**config.mk**
```make
export PLATFORM = sky130hd
export DESIGN_NAME = updown_counter
export DESIGN_NICKNAME = d
export VERILOG_FILES = /design/src/rtl/updown_counter.sv
export SDC_FILE = /design/constraint.sdc
export NUM_CORES = 1
export LEC_CHECK = 0
export CORE_AREA = 5 5 42 44
export CTS_BUF_LIST = sky130_fd_sc_hd__clkbuf_16
export DETAILED_ROUTE_END_ITERATION = 8
export DIE_AREA = 0 0 47 49
export PLACE_DENSITY = 0.63
export SLEW_MARGIN = 10
export SYNTH_ARGS = -nofsm -noshare
export SYNTH_HDL_FRONTEND = slang
export SYNTH_SLANG_ARGS = --single-unit
export TNS_END_PERCENT = 5
```
**constraint.sdc**
```tcl
create_clock -name clk -period 2 [get_ports clk]
set_input_delay 0.6 -clock clk [delete_from_list [all_inputs] [get_ports clk]]
set_output_delay 0.6 -clock clk [all_outputs]
set_load 0.02 [all_outputs]
```
**src/rtl/updown_counter.sv**
```systemverilog
// Parameterised up/down counter with synchronous clear and load, wrap or
// saturate at the bounds, a one-cycle terminal-count pulse and a sticky overflow flag.
module updown_counter #(
  parameter int WIDTH  = 4,
  parameter int MAXVAL = 2**WIDTH - 1,
  parameter bit SAT    = 1'b0
) (
  input  logic             clk,
  input  logic             rst_n,
  input  logic             en,
  input  logic             up,
  input  logic             clr,
  input  logic             load,
  input  logic [WIDTH-1:0] din,
  output logic [WIDTH-1:0] q,
  output logic             tc,
  output logic             ovf
);

  localparam logic [WIDTH-1:0] MAX_Q = WIDTH'(MAXVAL);

  logic [WIDTH-1:0] q_q, q_d;
  logic             tc_q, tc_d;
  logic             ovf_q, ovf_d;

  always_comb begin
    // NOTE: every output of this block gets a default first, so no path
    // through the if/else chain can leave one unassigned and infer a latch.
    q_d   = q_q;
    tc_d  = 1'b0;
    ovf_d = ovf_q;

    if (clr) begin
      q_d   = '0;
      ovf_d = 1'b0;
    end else if (load) begin
      // Clamp out-of-range load values so q can never exceed MAXVAL.
      q_d = (din > MAX_Q) ? MAX_Q : din;
    end else if (en) begin
      if (up) begin
        if (q_q == MAX_Q) begin
          q_d   = SAT ? MAX_Q : '0;
          tc_d  = 1'b1;
          ovf_d = 1'b1;
        end else begin
          q_d = q_q + WIDTH'(1);
        end
      end else begin
        if (q_q == '0) begin
          q_d   = SAT ? '0 : MAX_Q;
          tc_d  = 1'b1;
          ovf_d = 1'b1;
        end else begin
          q_d = q_q - WIDTH'(1);
        end
      end
    end
  end

  // NOTE: sequential state uses non-blocking assignments so all flops update
  // together from values sampled before the edge.
  always_ff @(posedge clk or negedge rst_n) begin
    if (!rst_n) begin
      q_q   <= '0;
      tc_q  <= 1'b0;
      ovf_q <= 1'b0;
    end else begin
      q_q   <= q_d;
      tc_q  <= tc_d;
      ovf_q <= ovf_d;
    end
  end

  assign q   = q_q;
  assign tc  = tc_q;
  assign ovf = ovf_q;

endmodule

```
# Yosys cells after proc, flatten, opt, wreduce, memory -nomap -nowiden
# Cells that the tools add are included.
totals:
  ff_bits: 6
  latchBits: 0
  mem_bits_rw: 0
  mem_bits_ro: 0
  out_inout_bits: 6
  elab_cells: 33
  mem_count: 0
op_classes:
  addsub: 2
  multipliers: 0
  div: 0
  order_cmp: 1
  eq_ne: 3
  shifts: 0
  n_mux: 19
  bitwise_logic: 0
  n_reduce_logical: 5
op_table:
  columns: ["operator", "count"]
  rows:
  - ["$mux 4", 7]
  - ["$mux 1", 12]
  - ["$reduce_bool 3->1", 2]
  - ["$add 4x1->4 const B", 1]
  - ["$eq 4x4->1 const B", 1]
  - ["$gt 4x4->1 const B", 1]
  - ["$logic_not 4->1", 1]
  - ["$reduce_and 4->1", 1]
  - ["$sub 4x1->4 const B", 1]
  - ["$ne 3x1->1 const B", 1]
  - ["$ne 2x2->1 const B", 1]
  - ["$reduce_bool 2->1", 1]

# Logic depth before layout (Yosys ltp)
# Gate-level depths: netlist (run 1).
logic_depth:
  depth_word: 6
  mapped_depth: 6
  ltp_nobuf: 6

# Least setup slack after synthesis (run 1)
# OpenSTA, ideal clock, no wires.
synth_timing:
  kind: "register to register"
  start: "register q_q[0] (netlist: q[0])"
  end: "register q_q[0] (netlist: q[0])"
  setup_time_ns: 0.077
  arrival_time_ns: 1.502
  t_required_ns: 1.923
  path_slack_ns: 0.420
  path_stages_with_launch: 7
  path_buffers: 0
  cell_sequence: "dfrtp_1 -> inv_1 -> ha_1 -> or3b_1 -> a21oi_1 -> o221ai_1 -> a21oi_1"
synth_between:
  elab_chain_len: 6
  word_cells_on_any_way: 10
  cone_classes: "add/sub: 2; eq/ne: 1; mux: 6; reduce/logical: 1"
synth_lines:
  columns: ["element", "line_no", "rtl"]
  rows:
  - ["start, declared", "22", "logic [WIDTH-1:0] q_q, q_d;"]
  - ["start signal, assigned", "68", "q_q <= q_d;"]
  - ["$sub 4x1->4, or another cell as far along", "54", "q_d = q_q - WIDTH'(1);"]
  - ["$mux 4, on equally long branches", "49, 41", null]
  - ["$mux 4 *", "40", "if (up) begin"]
  - ["$mux 4 *", "39", "end else if (en) begin"]
  - ["$mux 4 *", "36", "end else if (load) begin"]
  - ["$mux 4 *", "33", "if (clr) begin"]
# Every way passes the cells marked *; elsewhere a longest branch is shown, timed or not. The select of a mux whose other input is x is not followed.
# A chain may end at the register's enable or synchronous reset.

# Worst setup path in the final report (run 1)
layout_timing:
  start: "register q_q[1] (netlist: q[1])"
  end: "output q[1]"
layout_lines:
  columns: ["element", "line_no", "rtl"]
  rows:
  - ["end, declared", "15", "output logic [WIDTH-1:0] q,"]
# No word-level cell between the ends.

==> results of run 1 <==
## logic make-up (layout without fill, tap and decap cells)
logic type,after synthesis,in the layout,synth area share [%]
compound gates,14,14,22.0
xor+xnor,2,2,4.06
fa+ha+maj,2,2,5.80
buf+inv,8,28,8.70
flops,6,6,34.8
mux,2,2,4.93
simple gates,16,16,19.7
## worst max-delay path by stage
stage	cells past startpoint	from	slack, ps	to
6_report	1	q[1]	60	q[1]
5_1_grt	1	q[1]	10	q[1]
4_1_cts	1	q[1]	50	q[1]
3_5_place_dp	5	up	50	q[2]
3_3_place_gp	5	up	70	q[2]
2_1_floorplan	6	q[0]	420	q[0]
## state kept, by name, summed over array words and instances, names as in the netlist
signal,flops
q,4
tc,1
ovf,1
## cell type report
cell class,count,area share [%]
clock buffers,3,10.9
inverters,7,3.82
flip-flops and latches,6,21.8
multi-input cells,36,35.5
well taps,16,2.91
repair buffers,18,25.1
## routing by layer
layer  vias to the layer above  GRT usage [%]  routed length, um
met5                         -              0                  0
met2                        15           14.7                521
li1                        223              -                  -
met3                         0           2.58                 65
met1                       215           16.8                525
met4                         0           2.76                  0
## layout by cell type (no fill, tap or decap), drive strengths merged, types with 2 or more instances in the layout
cell	netlist	routed
clkdlybuf4s50	0	15
inv	7	7
a31oi	2	2
ha	2	2
nand2	5	5
dfrtp	6	6
buf	1	3
nor2	3	3
clkbuf	0	3
a21oi	5	5
## where the power goes
part,total [uW],switching [uW],internal [uW]
combinational,118,55.6,62.1
clock,319,62.7,256
sequential,140,9.87,130
## metrics by stage
step	setup slack, ps	area, um^2	total power, uW	cells	hold WS, ps
2_1_floorplan	420	432	202	50	304
3_3_place_gp	69.9	613	257	83	503
3_5_place_dp	54.3	613	258	83	507
4_1_cts	48.6	688	578	86	512
5_1_grt	9.60	688	603	86	536
6_report	55.1	688	576	86	509
==> impl_results.md, run 1 <==
* Worst r2r src: q[1]
* RSZ-0062 raised after global routing: false
* Critical R2R Capture: q[0]
* Clock Latency Late Sink at between 200 and 250 ps
* Register Area at 150 um^2
* Setup repair bufs after CTS at 0
* Final setup fails at 0
* CP max stage cell: clkdlybuf4s50_1
* DIE WIDTH at between 40 and 50 um
* Worst hold path type: reg -> reg
* Post-Synthesis Cells at 50
* Vias in the first global route at between 400 and 500
* WP data arrival at between 1000 and 1500 ps
* Number of synthesized flops with an enable pin at 0
* Largest cells by area after synthesis: dfrtp_1 (35%), inv_1 (6.1%), a21oi_1 (5.8%)
* CP Cell Sequence: clkdlybuf4s50_1
* Worst EP required at roughly 1400 ps
* Antenna-violating nets left at 0
* Worst Hold Path Cells at 2
* Num ports at 16
* Wirelength per Cell at approximately 13 um
* Initial antenna violation count at 0
* Hold Startpoint: ovf
* Die height at 49 um
* Crit end category: primary output
* Post-cts resize count at 0
* Final worst-path cycle share at 97.2%
* Largest net degree at the start of global routing at 10
* Htree depth at 1
* Die area at 0.00230 mm^2
* CTS Hold Buffers Added at 0
* Warnings from Yosys at 0
* Mapped Nets at 62
* Reg2Reg Setup Slack at ~360 ps
* Final hold vios at 0
* Area leader, netlist: dfrtp_1
* Hold Crit Endpoint: ovf
* Area Growth Syn to Fin at 59.4%
* Area of the multi-input gates at approximately 240 um^2
* VDD IR max at roughly 0.00050 V
* Number of port buffers at 15
* Vias per cell at between 5 and 6
* Outcome: complete, no violations
* Setup_tns at 0 ps
* Core Rows at 14
* GRT Total Usage at 10.8%
* DRC marker count from the first detailed-route iteration at 10
* CTS tree: yes
* Vias at 453
* Layout cell share with drive strength beyond 1 at about 10%
* Slew HR at 73.6%
* Initial Util at 30.8%
* Worst slew pin tran at between 300 and 400 ps
* Global placement routability congestion at about 0.85
* Overflow after GRT at 0
* Max FO, Critical Path at 7
* Largest delay contributor family on the critical path: buffers and inverters
* Final Util at approximately half
* Top-count cell post-synth: inv_1
* Inserted Clock Buffers at 3
* Crit path kind: reg -> out
* Mean Syn Cell Area at 8.63 um^2
* Yosys cell types at 27
* Pwr dens at about 840 mW/mm^2
* Register area share after synthesis at between 30% and 40%
* F_max at 0.514 GHz
* Core Footprint at about 0.0014 mm^2
* Clk_skew at approximately 2.4 ps
* #FFs+latches synth at 6
* Buf+Inv Stages, Crit Path at 1
* Slowest stage delay, CP at 660 ps
* Final WL at 1110 um
* Root buffer cell: clkbuf_16
* Fillcell total at between 100 and 150
* Drt pass-1 iters at 4
* Post-synth top cells: inv_1 (7), dfrtp_1 (6), a21oi_1 (5), nand2_1 (5), nor2_1 (3)
* Final #Nets at 84
* Worst-path clk slew at ~30 ps
* Slew Limit Fails at 0
* Ys flop type: dfrtp_1
* # DRC at 0
* Clock buffer depth at 2
* ANT cells at 0
* Leakage power at between 0.0003 and 0.0004 uW
* First-pass GRT wire length at 1870 um
* Worst r2r path cells at 6
* Final min period at around 1900 ps
* Max Cap Viol at 0
* Post-synth top area share at 34.8%
* Hpwl dp at approximately 870 um
* Synth Cell Area at roughly 430 um^2
* CTS sink cnt at 6
* Fraction of registers with async set/reset at 100%
* CP startpoint kind: register
Note: power is estimated with default switching activity, not from simulation.
==> inputs of run 2 (changes only) <==
--- a/config.mk
+++ b/config.mk
@@ -5,11 +5,11 @@
 export SDC_FILE = /design/constraint.sdc
 export NUM_CORES = 1
 export LEC_CHECK = 0
-export CORE_AREA = 5 5 42 44
+export CORE_MARGIN = 5
+export CORE_UTILIZATION = 30
 export CTS_BUF_LIST = sky130_fd_sc_hd__clkbuf_16
 export DETAILED_ROUTE_END_ITERATION = 8
-export DIE_AREA = 0 0 47 49
-export PLACE_DENSITY = 0.63
+export PLACE_DENSITY = 0.59
 export SLEW_MARGIN = 10
 export SYNTH_ARGS = -nofsm -noshare
 export SYNTH_HDL_FRONTEND = slang
==> run 2 against run 1 <==
Net effect: global-route usage down 0.59 points; final area is 0.18% higher; wire length fell by 2.3%; clock skew is 1.0 ps higher; sequential share of layout area is essentially flat; critical path type unchanged; worst hold slack improved by 5.0 ps.
==> impl_results.md, run 2 (synthesized netlist as in run 1, its figures left out) <==
* Dpl cell area at between 600 and 700 um^2
* Most frequent cells in the layout: clkdlybuf4s50_1 (14), inv_1 (7), dfrtp_1 (6)
* Htree depth at 1
* Antenna-violating nets left at 0
* CTS sink cnt at 6
* Buf+Inv Stages, Crit Path at 1
* Vias at between 400 and 500
* Vias per cell at 5.07
* Number of port buffers at 15
* Pwr dens at 832 mW/mm^2
* CP max stage cell: clkdlybuf4s50_1
* Max FFs per register at 4
* Worst hold path type: reg -> reg
* Largest net degree at the start of global routing at 11
* Worst Hold Path Cells at 2
* Slew HR at between 70% and 80%
* CTS tree: yes
* Area Growth Syn to Fin at 59.7%
* VDD IR max at 0.000696 V
* Setup_tns at 0 ps
* Clock Latency Late Sink at around 230 ps
* Core Footprint at 0.00133 mm^2
* Wirelength per Cell at 12.8 um
* Final #Nets at between 80 and 90
* CP startpoint kind: register
* # DRC at 0
* Vias in the first global route at 380
* Crit end category: primary output
* Layout cell share with drive strength beyond 1 at 10.0%
* Die height at ~48 um
* Reg2Reg Setup Slack at between 200 and 300 ps
* Overflow after GRT at 0
* Largest delay contributor family on the critical path: buffers and inverters
* Slowest stage delay, CP at roughly 650 ps
* Outcome: complete, no violations
* Inserted Clock Buffers at 3
* DIE WIDTH at ~48 um
* Non-Filler Instances at between 80 and 90
* Final hold vios at 0
* First-pass GRT wire length at about 1600 um
* Worst slew pin tran at ~430 ps
* F_max at 0.519 GHz
* Drt pass-1 iters at 3
* CP Cell Sequence: clkdlybuf4s50_1
* Max Cap Viol at 0
* DRC marker count from the first detailed-route iteration at 2
* Commonest non-fill, non-tap cell in the layout: clkdlybuf4s50_1
* Critical R2R Capture: q[3]
* Worst EP required at approximately 1400 ps
* Core Rows at 13
* Clk_skew at approximately 3.4 ps
* Worst r2r path cells at 5
* Hpwl dp at 843 um
* Final worst-path cycle share at a little over nine tenths
* Final setup fails at 0
* Max FO, Critical Path at 7
* Fin area at roughly 690 um^2
* Register Area at 150 um^2
* Placed insts at 82
* Die area at around 0.0023 mm^2
* Crit path kind: reg -> out
* Final WL at between 1000 and 1500 um
* Clock buffer depth at 2
* Global placement routability congestion at around 0.73
* WP data arrival at about 1300 ps
* Initial Util at approximately a third
* Setup repair bufs after CTS at 0
* RSZ-0062 raised after global routing: false
* Root buffer cell: clkbuf_16
* GRT Total Usage at about a tenth
* Initial antenna violation count at 0
* Area of the multi-input gates at 244 um^2
* Final min period at ~1900 ps
* Hold Startpoint: ovf
* ANT cells at 0
* Worst r2r src: q[0]
* Num ports at 16
* Worst-path clk slew at 30 ps
* Slew Limit Fails at 0
* Hold Crit Endpoint: ovf
* Fillcell total at approximately 140
* Leakage power at 0.000314 uW
[run 2: changes by cell type in the layout (fill, tap and decap cells not counted)]
cell / delta
clkdlybuf4s50_1: -1
dlymetal6s2s_1: +1
[run 2: how the worst max path moves through the flow]
stage	endpoint	cells after the start	slack (ps)	start
4_1_cts	q[0]	1	8	q[0]
2_1_floorplan	q[0]	6	420	q[0]
3_3_place_gp	q[2]	5	90	up
5_1_grt	q[1]	1	20	q[1]
6_report	q[1]	1	80	q[1]
3_5_place_dp	q[2]	5	60	up
[run 2: metrics by stage]
stage	util, %	power, uW	hold slack (ps)	worst slack, ps
6_report	51.7	574	514	75.0
3_3_place_gp	45.9	256	501	87.9
5_1_grt	51.7	602	543	24.5
2_1_floorplan	-	202	304	420
4_1_cts	51.5	581	520	7.90
3_5_place_dp	45.9	257	516	62.9
[run 2: where the power goes]
| part | total [uW] | internal [uW] | switching [uW] |
|---|---|---|---|
| clock network | 318 | 256 | 62.3 |
| registers | 141 | 130 | 11.0 |
| logic | 114 | 61.2 | 53.3 |
[run 2: final cells by class]
cell class / count / area share [%]
multi-input cells: 36 / 35.4
well taps: 15 / 2.72
inverters: 7 / 3.81
repair buffers: 18 / 25.4
flip-flops and latches: 6 / 21.8
clock buffers: 3 / 10.9
[run 2: what timing repair did]
| action | CTS | global route |
|---|---|---|
| endpoints found under the setup margin | 0 | 1 |
| hold buffers | 0 | 0 |
| gates resized for setup | 0 | 1 |
[run 2: routing by layer]
metal / vias to the layer above / GRT usage, % / routed length [um]
li1: 222 / - / -
met1: 198 / 13.3 / 480
met2: 11 / 16.9 / 512
met3: 0 / 3.38 / 92
met4: 0 / 1.61 / 0
met5: - / 0 / 0
[run 2: worst min-delay path, stage by stage (launching register included)]
cell	delay, ps
dfrtp_1	360
inv_1	60
a21oi_1	50
